**src/rtl/spi_reg_bridge.sv**
```systemverilog
// SPI (mode 0) slave to register-bus bridge: cmd byte {rw,rsvd,addr[5:0]} then data byte(s).
// Define SPI_AUTOINC_EN to enable burst addressing (addr+1 per extra byte, wrapping at 6'h3F).
module spi_reg_bridge (
  input  logic       clk,
  input  logic       rst,
  input  logic       sclk,
  input  logic       cs_n,
  input  logic       mosi,
  output logic       miso,
  output logic       read,
  output logic       write,
  output logic [5:0] addr,
  output logic [7:0] data_write,
  input  logic [7:0] data_read,
  output logic       busy,
  output logic       frame_err
);

`ifdef SPI_AUTOINC_EN
  localparam logic AUTOINC = 1'b1;
`else
  localparam logic AUTOINC = 1'b0;
`endif

  typedef enum logic [2:0] {IDLE, CMD, RD_REQ, RD_CAP, DATA, WR_STB} state_t;

  state_t      r_state, w_nxt;
  logic [2:0]  r_sclk_s, r_cs_s;
  logic [1:0]  r_mosi_s;
  logic [2:0]  r_bitcnt;
  logic [6:0]  r_sh;
  logic [7:0]  r_tx;
  logic [7:0]  r_wdata;
  logic [5:0]  r_addr;
  logic        r_rw, r_done, r_miso, r_ferr;
  logic        w_sclk_rise, w_sclk_fall, w_cs_rise, w_cs_fall, w_mosi, w_byte_end;

  // Stage [2] of each 3-flop chain is only the edge-detect history.
  assign w_sclk_rise = r_sclk_s[1] & ~r_sclk_s[2];
  assign w_sclk_fall = ~r_sclk_s[1] & r_sclk_s[2];
  assign w_cs_rise   = r_cs_s[1] & ~r_cs_s[2];
  assign w_cs_fall   = ~r_cs_s[1] & r_cs_s[2];
  assign w_mosi      = r_mosi_s[1];
  assign w_byte_end  = w_sclk_rise & (r_bitcnt == 3'd7);

  always_ff @(posedge clk or posedge rst) begin
    if (rst) begin
      r_sclk_s <= '0;
      r_cs_s   <= '0;
      r_mosi_s <= '0;
    end else begin
      r_sclk_s <= {r_sclk_s[1:0], sclk};
      r_cs_s   <= {r_cs_s[1:0], cs_n};
      r_mosi_s <= {r_mosi_s[0], mosi};
    end
  end

  always_ff @(posedge clk or posedge rst) begin
    if (rst) r_state <= IDLE;
    else     r_state <= w_nxt;
  end

  always_comb begin
    w_nxt = r_state;
    read  = 1'b0;
    write = 1'b0;
    if (r_state != IDLE && w_cs_rise) begin
      w_nxt = IDLE;
    end else begin
      case (r_state)
        IDLE:   if (w_cs_fall) w_nxt = CMD;
        CMD:    if (w_byte_end) w_nxt = r_sh[6] ? DATA : RD_REQ;
        RD_REQ: begin
          read  = 1'b1;
          w_nxt = RD_CAP;
        end
        RD_CAP: w_nxt = DATA;
        DATA:   if (w_byte_end && !r_done) begin
          if (r_rw)         w_nxt = WR_STB;
          else if (AUTOINC) w_nxt = RD_REQ;
          else              w_nxt = DATA;
        end
        WR_STB: begin
          write = 1'b1;
          w_nxt = DATA;
        end
        default: w_nxt = IDLE;
      endcase
    end
  end

  // r_done marks the single data byte as consumed; later bytes only keep the bit count.
  always_ff @(posedge clk or posedge rst) begin
    if (rst) begin
      r_bitcnt <= '0;
      r_sh     <= '0;
      r_tx     <= '0;
      r_wdata  <= '0;
      r_addr   <= '0;
      r_rw     <= 1'b0;
      r_done   <= 1'b0;
      r_miso   <= 1'b0;
      r_ferr   <= 1'b0;
    end else begin
      r_ferr <= 1'b0;
      if (r_state == IDLE) begin
        r_bitcnt <= '0;
        r_done   <= 1'b0;
        r_tx     <= '0;
        r_miso   <= 1'b0;
      end else if (w_cs_rise) begin
        r_ferr <= (r_bitcnt != 3'd0);
        r_miso <= 1'b0;
      end else begin
        if (w_sclk_rise) begin
          r_bitcnt <= r_bitcnt + 3'd1;
          r_sh     <= {r_sh[5:0], w_mosi};
        end
        if (r_state == CMD && w_byte_end) begin
          r_rw   <= r_sh[6];
          r_addr <= {r_sh[4:0], w_mosi};
        end
        if (r_state == DATA && w_byte_end && !r_done) begin
          if (r_rw)         r_wdata <= {r_sh, w_mosi};
          else if (AUTOINC) r_addr  <= r_addr + 6'd1;
          else              r_done  <= 1'b1;
        end
        if (r_state == DATA && w_sclk_fall) begin
          r_miso <= r_tx[7] & ~r_done;
          r_tx   <= {r_tx[6:0], 1'b0};
        end
        if (r_state == RD_CAP) r_tx <= data_read;
        if (r_state == WR_STB) begin
          if (AUTOINC) r_addr <= r_addr + 6'd1;
          else         r_done <= 1'b1;
        end
      end
    end
  end

  assign miso       = r_miso;
  assign addr       = r_addr;
  assign data_write = r_wdata;
  assign busy       = (r_state != IDLE);
  assign frame_err  = r_ferr;

endmodule

```
**config.mk**
```make
export PLATFORM = sky130hd
export DESIGN_NAME = spi_reg_bridge
export DESIGN_NICKNAME = d
export VERILOG_FILES = /design/src/rtl/spi_reg_bridge.sv
export SDC_FILE = /design/constraint.sdc
export NUM_CORES = 1
export LEC_CHECK = 0
export CORE_ASPECT_RATIO = 1.2
export CORE_MARGIN = 1.5
export CORE_UTILIZATION = 48
export DETAILED_ROUTE_END_ITERATION = 10
export PLACE_DENSITY = 0.81
export SYNTH_ARGS = -nofsm -noshare
export SYNTH_HDL_FRONTEND = slang
export SYNTH_SLANG_ARGS = --single-unit
export TNS_END_PERCENT = 50
```
**constraint.sdc**
```tcl
create_clock -name clk -period 1.6 [get_ports clk]
set_input_delay 0.24 -clock clk [delete_from_list [all_inputs] [get_ports clk]]
set_output_delay 0.24 -clock clk [all_outputs]
set_load 0.01 [all_outputs]
```
# Word level (Yosys, flattened, before mapping)
# Cells that the tools add are included.
totals:
  ff_bits: 47
  elab_cells: 88
classes:
  n_addsub: 1
  n_eq_ne: 11
  n_mux: 28
  n_bitwise: 13
  n_reduce_logical: 22
ops:
  columns: ["cell", "n"]
  rows:
  - ["8-bit two-way mux", 4]
  - ["3-bit two-way mux", 8]
  - ["1-bit two-way mux", 15]
  - ["3-bit one-hot mux with 5 select lines", 1]
  - ["3-bit nonzero test", 5]
  - ["3-bit AND reduction", 4]
  - ["3-bit equality test, second input constant", 3]
  - ["3-bit inequality test, second input constant", 3]
  - ["1-bit inverter", 7]
  - ["1-bit AND", 6]
  - ["3-bit by 2-bit equality test with 1-bit output, second input constant", 2]
  - ["1-bit logical AND", 6]
  - ["2-bit AND reduction", 2]
  - ["4-bit AND reduction", 1]
  - ["3-bit by 1-bit adder with 3-bit output, second input constant", 1]
  - ["3-bit by 1-bit equality test with 1-bit output, second input constant", 1]
  - ["3-bit logical NOT", 1]
  - ["3-bit by 1-bit inequality test with 1-bit output, second input constant", 1]
  - ["2-bit by 1-bit inequality test with 1-bit output, second input constant", 1]
  - ["2-bit nonzero test", 1]
  - ["2-bit OR reduction", 1]
  - ["1-bit logical NOT", 1]

# Depth between registers and ports, before layout
# Gate-level depths: netlist of the first run.
depth:
  word_depth: 9
  ltp_mapped: 6

# Least setup slack after synthesis of the first run
# No wires, ideal clock.
synth_path:
  kind: "register -> register"
  start: "register r_bitcnt[0]"
  end: "register r_wdata[0] (netlist: data_write[0])"
  setup_ps: 125
  t_arrival_ps: 1583
  slack_ps: -108
  path_stages_with_launch: 7
  n_path_buf: 1
  path_cell_list: "dfrtp_1 ha_1 ha_1 nand3b_1 or3_1 buf_6 mux2_4"
synth_via:
  elab_chain_len: 5
synth_lines:
  columns: ["element", "line", "rtl"]
  rows:
  - ["start, declared", "30", "logic [2:0] r_bitcnt;"]
  - ["start signal, assigned", "116", "r_bitcnt <= r_bitcnt + 3'd1;"]
  - ["3-bit equality test", "44", "assign w_byte_end = w_sclk_rise & (r_bitcnt == 3'd7);"]
  - ["1-bit AND", "44", null]
  - ["1-bit logical AND (2 in a row)", "123", "if (r_state == DATA && w_byte_end && !r_done) begin"]
  - ["4-bit AND reduction (no line)", null, null]
  - ["end signal, assigned", "124", "if (r_rw) r_wdata <= {r_sh, w_mosi};"]
  - ["end, declared", "33", "logic [7:0] r_wdata;"]
# Every way passes these cells.
# A chain may end at the register's enable or synchronous reset.

# Worst setup path after layout of the first run
layout_path:
  start: "register r_state[0]"
  end: "register r_wdata[6] (netlist: data_write[6])"
layout_via:
  elab_chain_len: 4
layout_lines:
  columns: ["element", "line", "rtl"]
  rows:
  - ["start, declared", "27", "state_t r_state, w_nxt;"]
  - ["start signal, assigned", "60", "else r_state <= w_nxt;"]
  - ["3-bit equality test", "123", null]
  - ["1-bit logical AND (2 in a row)", "123", null]
  - ["4-bit AND reduction (no line) *", null, null]
# Mark *: on every way between the ends. The rest lies on a longest branch, timed or not.

==> run metrics, run 1 <==
status=finished with violations; failing checks=negative setup slack; Final Non-Filler Cells=290; Ports=32; minimum clock period=approximately 1700 ps; Hold WC Path Type=primary input to async pin; DP Worst Slack=-101.3 ps; Initial DRC Count=between 40 and 50; syn_area_per_cell=12.90 um^2; DP Cell Count=272; Total Nets Final=around 250; Final setup viols=9; Seq/Total Area, Yosys=between 50 and 60%; total die area=roughly 5000 um^2; Crit Path Category=register to register; Starting Density=between 50 and 60%; global-route wire length before repair=between 7000 and 8000 um; number of max-cap violations=0; Final GP Congestion=just under 0.9; Peak VDD IR=between 0.0006 and 0.0007 V; clock-pin slew on the worst setup and hold paths=roughly 90 ps; post-detail-place hpwl=~3000 um; RSZ-0062 raised after global routing=true; # DRC=0; CTS tree=done; Slew Limit Fails=0; Setup WS post-layout=-98.99 ps; most numerous cell in the Yosys netlist=dfrtp_1; Netlist Area Pre-Place=approximately 2200 um^2; clock latency on the worst-skew pair=around 310 ps; fmax=roughly 600 MHz; Setup Skew=between 7 and 8 ps; count of cell types in the netlist=38; worst hold slack=roughly 240 ps; CTS Buf Count=5; Port Buffers=31; post-route ant nets=0; Cell Rows=26; Post-synth EDFFs=0; Die Wd=about 65 um; period utilization=106.2%; Post-Route WL=roughly 4600 um; total iterations of the first detailed-routing run=4; Ys Warns=0; area grow syn2layout=35.28%; Vias=1491; crit path max fanout=8; Yosys top cell by area=dfrtp_1; proportion of layout cells with a drive suffix above 1=about two fifths; Leakage=roughly 0.0014 uW; Longest Clk Path Bufs=2; initial antenna violation count=0; pwr/cell area=858.9 nW/um^2; CP endpoint kind=register; CTS sink count=47; vias per cell=5.141; syn_nets=between 150 and 200; Primary FF master, synth=dfrtp_1; Hold Vio Cnt, Final=0; Yosys reg bits=47; Tightest Pin Transition=around 440 ps; most frequent cells after synthesis=dfrtp_1 (47), mux2_4 (15), mux2_2 (13); vias in the first global route=approximately 1600; antenna fix cells=0; Arr. time, crit path=between 1500 and 2000 ps; power after layout=about 2600 uW; Total GRT Usage=19.57%; routed length per instance=around 16 um; H-Tree Depth=2; Syn Inst Count=171; Synth top area share=between 50% and 60%; CP required=1800 ps; CTS Root Cell=clkbuf_8; relative slew slack=between 70% and 80%; Core ar.=between 4000 and 5000 um^2; top post-synthesis cells by area=dfrtp_1 (53%), mux2_4 (10%), mux2_2 (6.6%), nor2b_1 (3.1%), o2bb2ai_1 (2.8%); largest net degree at the start of global routing=19; GRT overflow=0; Async S/R FF share, synth=between 90% and 100%; Die Span Y=slightly below 80 um; critical path startpoint category=register
-- cell families after synthesis --
logic type	after synthesis	synth area share [%]
adders and majority gates	3	1.702
DFF	47	53.32
AOI/OAI and AO/OA	26	7.998
and+or+nand+nor	46	13.50
buffers and inverters	15	3.857
xor gates and xnor gates	1	0.3971
muxes	33	19.23
-- final cells by class --
class	count	area [um^2]
Inverter	7	26.28
Tap cell	56	70.07
Clock inverter	2	16.27
Clock buffer	6	72.57
Sequential cell	47	1179
Multi-Input combinational cell	109	1021
Fill cell	308	1343
Timing Repair Buffer	63	599.3
-- state kept, by name (all words and copies together) (netlist names) --
register and count:
r_cs_s 3, r_state 3, r_done 1, r_tx 8, addr 6, r_rw 1, r_mosi_s 2, r_sh 7
r_bitcnt 3, miso 1, data_write 8, frame_err 1, r_sclk_s 3
-- path summary, 6_finish.rpt --
check / from / endpoint / slack, ps / cells after the start
worst min-delay path: rst / addr[0] / 240 / 2
max in group asynchronous: rst / r_state[0] / 910 / 3
min in group clk: r_sclk_s[0] / r_sclk_s[1] / 350 / 0
worst min register to register: r_sclk_s[0] / r_sclk_s[1] / 350 / 0
worst max-delay path: r_state[0] / data_write[6] / -100 / 5
worst max register to register: r_state[0] / data_write[6] / -100 / 5
-- per-stage QoR --
stage / instance area [um^2] / setup TNS [ps] / utilization [%]
after floorplan: 2236 / -718.2 / -
after detailed placement: 2756 / -1086 / 63.71
after global placement: 2756 / -591.4 / 63.71
after global routing: 2984 / -1365 / 68.97
after CTS: 2910 / -1196 / 67.26
final: 2984 / -764.7 / 68.97
-- power breakdown --
| group | leakage, uW | switching [uW] | internal, uW | total [uW] |
|---|---|---|---|---|
| clock | 0.0000418 | 407 | 314 | 720 |
| combinational | 0.000754 | 190 | 278 | 469 |
| sequential | 0.000626 | 95.6 | 1280 | 1370 |
-- routing by layer --
metal	track usage, %	wire (um)	vias up
met5	0	0	-
li1	-	-	720
met2	32.78	2473	22
met3	3.079	123	8
met4	10.85	104	0
met1	23.73	1933	741
-- timing repair --
item | 4_1_cts | 5_1_grt
pin swaps | 2 | 6
setup buffers | 7 | 4
hold buffers | 0 | 0
resized for setup | 15 | 19
setup endpoints to repair | 19 | 35
-- critical path, stage by stage, from the launching register on --
cell	delay, ps
dfrtp_2	430
buf_6	130
nor2_4	100
nand3b_1	100
or3_4	500
mux2_4	330
-- placed cells by master, fill, tap and decap left out, types with 2 or more instances in the layout --
cell,n
nand3b_1,2
mux2_2,11
mux2i_1,3
dfrtp_1,45
nand2b_1,3
nand2_2,2
clkdlybuf4s50_1,28
nor2b_1,9
o21ai_0,2
buf_12,4
buf_4,26
inv_2,2
nor3_2,3
nor2_1,7
o2bb2ai_1,7
a21oi_1,10
o21ai_1,2
inv_1,5
clkbuf_8,5
dfrtp_2,2
mux2_4,17
nor3_1,3
mux2_1,2
buf_6,3
No activity file was read; power rests on OpenSTA's default activity.
==> inputs of run 2 (changes only) <==
--- a/config.mk
+++ b/config.mk
@@ -10,6 +10,8 @@
 export CORE_UTILIZATION = 48
 export DETAILED_ROUTE_END_ITERATION = 10
 export PLACE_DENSITY = 0.81
+export RECOVER_POWER = 25
+export SKIP_CTS_REPAIR_TIMING = 1
 export SYNTH_ARGS = -nofsm -noshare
 export SYNTH_HDL_FRONTEND = slang
 export SYNTH_SLANG_ARGS = --single-unit
==> run 2 against run 1 <==
Effect of this change: the flow still finishes with violations (negative setup slack); worst hold slack better by 110 ps; largest power group unchanged; via count fell by 1.1%; wire length is 7.8% lower; critical path type unchanged; maximum frequency decreased by 2.3%.
==> run metrics, run 2 (same netlist as run 1, synthesis figures left out) <==
largest net degree at the start of global routing=19 (unchanged); Core ar.=4327 um^2 (unchanged); # DRC=0 (unchanged); fmax=575.2 MHz (-2.3%); Final setup viols=8 (-1); Vias=1475 (-1.1%); Switch Pwr=672.7 uW (-2.9%); met3 wire len=135 um (+9.8%); WHS Endpoint=r_sclk_s[1]; reg-to-reg slack, setup=-140 ps (-40 ps); Port Buffers=31 (unchanged); Setup Skew=6.151 ps (-1.561 ps); highest routed layer=met4; Total Nets Final=243 (-2.4%); DP Cell Count=272 (unchanged); clock-pin slew on the worst setup and hold paths=90 ps (about the same); post-route ant nets=0 (unchanged); proportion of layout cells with a drive suffix above 1=35.53% (-4.2 points); Slew Limit Fails=0 (unchanged); Seq pwr share=54.8% (+1.2 points); Crit Path Category=register to register; combinational fraction of design power=16.6% (-1.7 points); final setup TNS=-1064 ps (-299.5 ps); Area after DPL=2756 um^2 (unchanged); vias in the first global route=1510 (-4.3%); Final Non-Filler Cells=284 (-2.1%); initial antenna violation count=0 (unchanged); failing checks=negative setup slack; Die Wd=64.89 um (unchanged); period utilization=108.7% (+2.5 points); worst hold slack=354.8 ps (+111.0 ps); most frequent cells in the layout=dfrtp_1 (45), clkdlybuf4s50_1 (24), buf_4 (20); Setup WS post-layout=-138.7 ps (-39.66 ps); Worst path slowest cell=dfrtp_2; CTS sink count=47 (unchanged); Internal=1831 uW (-2.1%); antenna fix cells=0 (unchanged); CTS Root Cell=clkbuf_8; total iterations of the first detailed-routing run=4 (unchanged); Metal-1 WL=1827 um (-5.5%); CTS Buf Count=5 (unchanged); total die area=5013 um^2 (unchanged); Tightest Pin Transition=787.4 ps (+350.1 ps); Die Span Y=77.26 um (unchanged); Total GRT Usage=18.52% (-1.1 points); GRT overflow=0 (unchanged); post-detail-place hpwl=3079 um (unchanged); commonest non-fill, non-tap cell in the layout=dfrtp_1; status=finished with violations; Longest Clk Path Bufs=2 (unchanged); H-Tree Depth=2 (unchanged); cell chain of the critical path=buf_4 > nor2_4 > nand3b_1 > or3_4 > buf_12 > mux2_4; pwr/cell area=853.1 nW/um^2 (-0.68%); CP required=1800 ps (about the same); relative slew slack=47.45% (-23 points); RSZ-0062 raised after global routing=true; number of max-cap violations=0 (unchanged); area grow syn2layout=33.07%; fillcell total=309 (+0.32%); Finished Cell Area=2935 um^2 (-1.6%); Seq. cell area=1179 um^2 (unchanged); power after layout=2504 uW (-2.3%); metal2 WL=2204 um (-11%); Hold Path Origin=r_sclk_s[0]; Peak VDD IR=0.0006573 V (-2.1%); Final GP Congestion=0.8741 (unchanged); CP endpoint kind=register; clock latency on the worst-skew pair=310 ps (about the same); Worst path max stage delay=440 ps (-60 ps); Hold Vio Cnt, Final=0 (unchanged); Initial DRC Count=41 (-16%); CTS tree=done; Starting Density=50.98% (unchanged); path depth of the worst reg2reg path=6 (+1); Multi-input gate area=1007 um^2 (-1.3%); minimum clock period=1739 ps (+39.66 ps); crit path max fanout=8 (unchanged); Hold WC Path Type=register to register; routed length per instance=15.04 um (-5.8%); clock share of power=28.5% (+0.4 points); vias per cell=5.194 (+1.0%); switching share of power=26.86% (-0.16 points); Cell Rows=26 (unchanged); Arr. time, crit path=1940 ps (+40 ps); critical path startpoint category=register; Post-Route WL=4272 um (-7.8%); Ports=32 (unchanged); Reg-to-Reg End=data_write[5]; Hold Crit Depth=0; global-route wire length before repair=7058 um (-4.7%); r2r startpoint=r_state[0]; Leakage=0.001412 uW (-0.68%)
## run 2: final cells by class
cell class                 count  share of cell area (%)
clock buffer                   6                   2.472
clock inverter                 2                  0.5541
inverter                       7                  0.8951
multi-input combinational    109                   34.31
sequential                    47                   40.15
tap                           56                   2.387
timing repair buffer          57                   19.22
## run 2: worst max path at each step
| stage | from | depth (start not counted) | slack, ps | endpoint |
|---|---|---|---|---|
| global route | r_state[0] | 6 | -160 | data_write[4] |
| CTS | r_state[1] | 3 | -370 | write |
| global placement | r_state[0] | 5 | -50 | data_write[2] |
| detailed placement | r_state[0] | 5 | -100 | data_write[5] |
| floorplan | r_bitcnt[0] | 6 | -50 | data_write[0] |
| finish | r_state[0] | 6 | -140 | data_write[5] |
## run 2: worst max-delay path: cells and delay by family, from the launching register on
family	cells	cell delay, ps
simple gates	3	590
flops	1	440
buf+inv	2	310
mux	1	290
## run 2: power by group through the flow
stage | sequential [uW] | clock, uW | combinational [uW]
after floorplan | 1370 | 0 | 225
after global placement | 1390 | 0 | 357
after detailed placement | 1400 | 0 | 366
after CTS | 1380 | 742 | 368
after global routing | 1390 | 773 | 453
final | 1370 | 714 | 417
## run 2: per-layer routing
| metal | vias up | global-route usage [%] |
|---|---|---|
| li1 | 709 | - |
| met1 | 726 | 23.05 |
| met2 | 32 | 30.62 |
| met3 | 8 | 3.079 |
| met4 | 0 | 9.574 |
| met5 | - | 0 |
## run 2: stage by stage
stage	utilization [%]	setup WS [ps]
after CTS	65.76	-369.3
after global placement	63.71	-48.18
after floorplan	-	-46.35
after global routing	67.84	-164.3
after detailed placement	63.71	-101.3
final	67.84	-138.7
